File: src/rtl/branch_target_buffer.sv
// Direct-mapped branch target buffer with 2-bit counters, trained from ID resolution.
// Define BTB_STATS_EN to add saturating hit/update statistics counters.
module branch_target_buffer #(
    parameter int WORD_SIZE = 16,
    parameter int IDX_BITS  = 3
) (
    input  logic                 clk,
    input  logic                 reset,
    input  logic [WORD_SIZE-1:0] IF_pc,
    input  logic                 fetch_en,
    output logic [WORD_SIZE-1:0] predicted_pc,
    output logic                 pred_hit,
    output logic                 pred_taken,
    output logic                 ready,
    input  logic                 upd_en,
    input  logic [1:0]           upd_kind,
    input  logic [WORD_SIZE-1:0] upd_pc,
    input  logic [WORD_SIZE-1:0] upd_target,
    input  logic                 upd_taken,
    output logic [15:0]          stat_hits,
    output logic [15:0]          stat_updates
);

    localparam int N     = 1 << IDX_BITS;
    localparam int TAG_W = WORD_SIZE - IDX_BITS;
    localparam logic [WORD_SIZE-1:0] PC_ONE = 1;

    typedef enum logic {
        S_INIT,
        S_RUN
    } state_e;

    state_e              state_q, state_d;
    logic [IDX_BITS-1:0] sweep_q, sweep_d;
    logic                ready_q, ready_d;

    logic                valid_q  [N];
    logic                valid_d  [N];
    logic [TAG_W-1:0]    tag_q    [N];
    logic [TAG_W-1:0]    tag_d    [N];
    logic [WORD_SIZE-1:0] target_q [N];
    logic [WORD_SIZE-1:0] target_d [N];
    logic                uncond_q [N];
    logic                uncond_d [N];
    logic [1:0]          ctr_q    [N];
    logic [1:0]          ctr_d    [N];

    logic                run;
    logic [IDX_BITS-1:0] l_idx;
    logic [TAG_W-1:0]    l_tag;
    logic                l_hit;
    logic                l_taken;
    logic [IDX_BITS-1:0] u_idx;
    logic [TAG_W-1:0]    u_tag;
    logic                u_hit;
    logic                u_accept;

    assign run = (state_q == S_RUN);

    // Lookup sees only registered table contents: no update bypass.
    always_comb begin
        l_idx   = IF_pc[IDX_BITS-1:0];
        l_tag   = IF_pc[WORD_SIZE-1:IDX_BITS];
        l_hit   = run && valid_q[l_idx] && (tag_q[l_idx] == l_tag);
        l_taken = l_hit && (uncond_q[l_idx] || ctr_q[l_idx][1]);
    end

    assign pred_hit     = l_hit;
    assign pred_taken   = l_taken;
    assign predicted_pc = l_taken ? target_q[l_idx] : IF_pc + PC_ONE;
    assign ready        = ready_q;

    always_comb begin
        state_d = state_q;
        sweep_d = sweep_q;
        if (state_q == S_INIT) begin
            sweep_d = sweep_q + 1'b1;
            if (&sweep_q) begin
                state_d = S_RUN;
            end
        end
        ready_d = (state_d == S_RUN);
    end

    always_ff @(posedge clk) begin
        if (reset) begin
            state_q <= S_INIT;
            sweep_q <= '0;
            ready_q <= 1'b0;
        end else begin
            state_q <= state_d;
            sweep_q <= sweep_d;
            ready_q <= ready_d;
        end
    end

    always_comb begin
        u_idx    = upd_pc[IDX_BITS-1:0];
        u_tag    = upd_pc[WORD_SIZE-1:IDX_BITS];
        u_hit    = valid_q[u_idx] && (tag_q[u_idx] == u_tag);
        u_accept = 1'b0;
        valid_d  = valid_q;
        tag_d    = tag_q;
        target_d = target_q;
        uncond_d = uncond_q;
        ctr_d    = ctr_q;
        if (state_q == S_INIT) begin
            valid_d[sweep_q]  = 1'b0;
            uncond_d[sweep_q] = 1'b0;
            ctr_d[sweep_q]    = 2'b01;
        end else if (upd_en) begin
            case (upd_kind)
                2'd1, 2'd2: begin
                    u_accept        = 1'b1;
                    valid_d[u_idx]  = 1'b1;
                    tag_d[u_idx]    = u_tag;
                    target_d[u_idx] = upd_target;
                    uncond_d[u_idx] = 1'b1;
                    ctr_d[u_idx]    = 2'b11;
                end
                2'd3: begin
                    if (u_hit) begin
                        u_accept        = 1'b1;
                        uncond_d[u_idx] = 1'b0;
                        if (upd_taken) begin
                            target_d[u_idx] = upd_target;
                            if (ctr_q[u_idx] != 2'b11) begin
                                ctr_d[u_idx] = ctr_q[u_idx] + 2'b01;
                            end
                        end else if (ctr_q[u_idx] != 2'b00) begin
                            ctr_d[u_idx] = ctr_q[u_idx] - 2'b01;
                        end
                    end else if (upd_taken) begin
                        u_accept        = 1'b1;
                        valid_d[u_idx]  = 1'b1;
                        tag_d[u_idx]    = u_tag;
                        target_d[u_idx] = upd_target;
                        uncond_d[u_idx] = 1'b0;
                        ctr_d[u_idx]    = 2'b10;
                    end
                end
                default: ;
            endcase
        end
    end

    // Table is cleared by the sweep, so it needs no reset of its own.
    always_ff @(posedge clk) begin
        valid_q  <= valid_d;
        tag_q    <= tag_d;
        target_q <= target_d;
        uncond_q <= uncond_d;
        ctr_q    <= ctr_d;
    end

`ifdef BTB_STATS_EN
    logic [15:0] hits_q, hits_d;
    logic [15:0] upds_q, upds_d;

    always_comb begin
        hits_d = hits_q;
        upds_d = upds_q;
        if (fetch_en && l_hit && (hits_q != 16'hFFFF)) begin
            hits_d = hits_q + 16'd1;
        end
        if (u_accept && (upds_q != 16'hFFFF)) begin
            upds_d = upds_q + 16'd1;
        end
    end

    always_ff @(posedge clk) begin
        if (reset) begin
            hits_q <= '0;
            upds_q <= '0;
        end else begin
            hits_q <= hits_d;
            upds_q <= upds_d;
        end
    end

    assign stat_hits    = hits_q;
    assign stat_updates = upds_q;
`else
    logic stats_unused;
    assign stats_unused = fetch_en ^ u_accept;
    assign stat_hits    = '0;
    assign stat_updates = '0;
`endif

endmodule
File: config.mk
export PLATFORM = sky130hd
export DESIGN_NAME = branch_target_buffer
export DESIGN_NICKNAME = d
export VERILOG_FILES = /design/src/rtl/branch_target_buffer.sv
export SDC_FILE = /design/constraint.sdc
export NUM_CORES = 1
export LEC_CHECK = 0
export BUFFER_PORTS_ARGS = -buffer_cell sky130_fd_sc_hd__buf_2
export CAP_MARGIN = 15
export CORE_MARGIN = 2
export CORE_UTILIZATION = 44
export CTS_CLUSTER_SIZE = 14
export DETAILED_ROUTE_END_ITERATION = 12
export GPL_TIMING_DRIVEN = 0
export PLACE_DENSITY = 0.63
export SYNTH_ARGS = -nofsm -noshare
export SYNTH_HDL_FRONTEND = slang
export SYNTH_SLANG_ARGS = --single-unit
File: constraint.sdc
create_clock -name clk -period 3.2 [get_ports clk]
set_input_delay 0.16 -clock clk [delete_from_list [all_inputs] [get_ports clk]]
set_output_delay 0.16 -clock clk [all_outputs]
set_load 0.1 [all_outputs]
==> flow_summary.yaml <==
clock_tree:
  clock_latency_ps: 570
  cts_sinks: 268
  clockBufferDepth: 3
  numCtsBuffers: 29
  cts_tree: "yes"
  clk_pin_slew_worst_paths_ps: 70
  cts_max_level: 1
  cts-root-buf: "clkbuf_16"
sta:
  period_needed_ps: 3350
  hold_viol_final: 0
  rsz0062_at_grt: "yes"
  finalSetupTns_ps: -1580
  setup_violations: 17
  min_period_over_period_pct: 105
  tightest_slew_ps: 945
  max-slew-margin-rel_pct: 36.5
  setup_ws_ps: -150
  fmax_mhz: 298
  slew_viol_final: 0
  skew_ps: 12.1
global_route:
  antenna_found_initial: 1
  grt_start_max_net_pins: 16
  gr-total-overflow: 0
  grt_use_total_pct: 22.4
  grt_pass1_wl_um: 52800
  grt_pass1_vias: 8513
worst_setup_path:
  crit_slowest_cell: "mux4_2"
  required_ps: 3040
  path_cells: "mux4_2 > mux2i_4 > xnor2_1 > nor3_1 > and4_2 > buf_12 > mux2i_4 > mux2i_4 > buf_12"
  cp.arrival_ps: 3190
  crit_path_end_kind: "primary output"
  cp_top_family: "multiplexers"
  crit_buf_inv: 2
  cpPeakStageDelay_ps: 510
  cp_max_fo: 10
  worstSetupStartpointType: "register"
  path_common_cell: "mux2i_4"
  crit_type: "reg2out"
flow_run:
  cap_violations: 0
logic_synthesis:
  synth_top_area_share_pct: 59.0
  ys_ff_latch: 268
  synth-compound-area-share_pct: 6.66
  synth_fa_ha_area_share_pct: 0.559
  synth_area_leaders: "edfxtp_1 (59%), mux4_2 (8.4%), mux2i_1 (7.1%)"
  syn_area_mm2: 0.0134
  synth_xor_area_share_pct: 2.35
  synth_edf_count: 264
  yosys.area.top_type: "edfxtp_1"
  synth_simple_gate_area_share_pct: 8.42
  yosysSeqAreaShare_pct: 59.6
  synth_top_family_by_area: "multiplexers"
  synthFlopType: "edfxtp_1"
  synth_async_sr_flop_share_pct: 0
  ys_warn_count: 0
  synthMuxAreaShare_pct: 17.7
  postSynthAreaPerCell_um2: 14.2
  synthCells: 945
  ys_types: 57
detailed_routing:
  drt-wirelength-per-cell_um: 23.2
  vias: 8831
  first_iter_violations: 953
  drt-pass1-iter-count: 5
  drc: 0
  drt-total-wl_um: 35700
  via_per_inst: 5.74
  antenna_left: 0
layout:
  area_growth_pct: 21.9
  n_antenna_cell: 0
  drive_above_1_share_pct: 27.9
  mostFrequentLayoutCells: "edfxtp_1 (264), mux2i_1 (86), buf_2 (65)"
  num-nets-final: 1187
  fin_util_pct: 54.8
  final_common_cell: "edfxtp_1"
  finalNonFillerCells: 1539
outcome:
  violations: "negative setup slack"
  status: "finished with violations"
die:
  rows: 63
  io_pins: 106
  core-area_mm2: 0.0299
  die_x_um: 179
  start_util_pct: 45.0
  dieArea_mm2: 0.0319
  die_h_um: 179
placement:
  hpwl_um: 24700
  io_buffers: 69
  post-place-ws_ps: -647
  place.gp.congestion: 0.897
  dp.cells: 1451
hold_path:
  worst_hold_path_type: "in2reg"
pwr:
  vdd_drop_max_uv: 413
  power.density_mw_per_mm2: 521
  p_leak_uw: 0.00581
routing by layer:
layer | up-vias | track usage, % | part of all wire [%]
met5 | - | 0 | 0.036
met2 | 358 | 36.9 | 47
met3 | 63 | 2.86 | 6.3
met4 | 2 | 5.86 | 2.7
li1 | 3976 | - | -
met1 | 4432 | 31.7 | 44
stage by stage:
stage / total power [uW] / instance area (um^2) / hold slack [ps]
after floorplan: 4990 / 13600 / 232
after global placement: 5280 / 14500 / 375
after detailed placement: 5300 / 14800 / 380
after CTS: 8560 / 16300 / 241
after global routing: 8830 / 16400 / 231
final: 8540 / 16400 / 208
Yosys cell counts, types with 5 or more instances:
cell type  instances
inv_1             12
a22oi_1           14
o211ai_1           9
a22o_1             6
nor2b_1            8
nor2_1            67
xnor2_1           18
nand4_1           11
o22ai_1            5
nand3_1           26
mux2i_1           95
ha_1               6
buf_4             43
a31o_2             6
buf_2             19
a221oi_1           8
nand2_1           53
and2_1             7
nand2b_1          12
o21ai_0           42
edfxtp_1         264
clkbuf_1          22
mux2_2            17
and3_1            15
xor2_1            18
mux4_2            50
nor3_1             9
a21oi_1           26
final cells by class:
class / instances / area, um^2
multi-input combinational: 604 / 5150
clock inverter: 21 / 161
sequential: 268 / 8010
clock buffer: 33 / 741
tap: 390 / 488
buffer: 91 / 614
fill: 2447 / 13500
inverter: 12 / 45.0
timing repair buffer: 120 / 1160
tightest hold or removal path, stage by stage:
cell,delay [ps]
buf_2,110
nand3b_1,80
o211ai_1,90
buf_4,190
report_power, final:
group          total [uW]  leakage [uW]  internal [uW]  switching (uW)
Clock                3210      0.000437           1820            1390
Sequential           4100       0.00247           3990             105
Combinational        1230       0.00291            459             774
kinds of logic after synthesis:
kind of cell / after synthesis
AOI/OAI and AO/OA: 135
xor gates and xnor gates: 36
adders and majority gates: 6
buffers and inverters: 104
DFF: 268
muxes: 166
other: 1
and+or+nand+nor: 229
timing repair:
item | CTS | global route
pin swaps | 2 | 7
hold buffers | 30 | 0
setup endpoints to repair | 18 | 107
buffers inserted | 1 | 4
hold endpoints to repair | 236 | 0
gates resized for setup | 73 | 20
worst paths after layout:
check             startpoint               to  slack, ps  cells after the start
hold / removal        upd_en       valid_q[0]        210                      4
hold reg to reg     register         register        560                      2
setup / recovery    tag_q[0]  predicted_pc[2]       -150                      9
setup reg to reg   tag_q[83]         tag_q[3]        150                     11
sequential cells by signal (all words and copies together), names as in the netlist, named ones only:
| signal | flops |
|---|---|
| ctr_q | 16 |
| tag_q | 104 |
| ready | 1 |
| valid_q | 8 |
| sweep_q | 3 |
| target_q | 128 |
No activity file was read; power rests on OpenSTA's default activity.
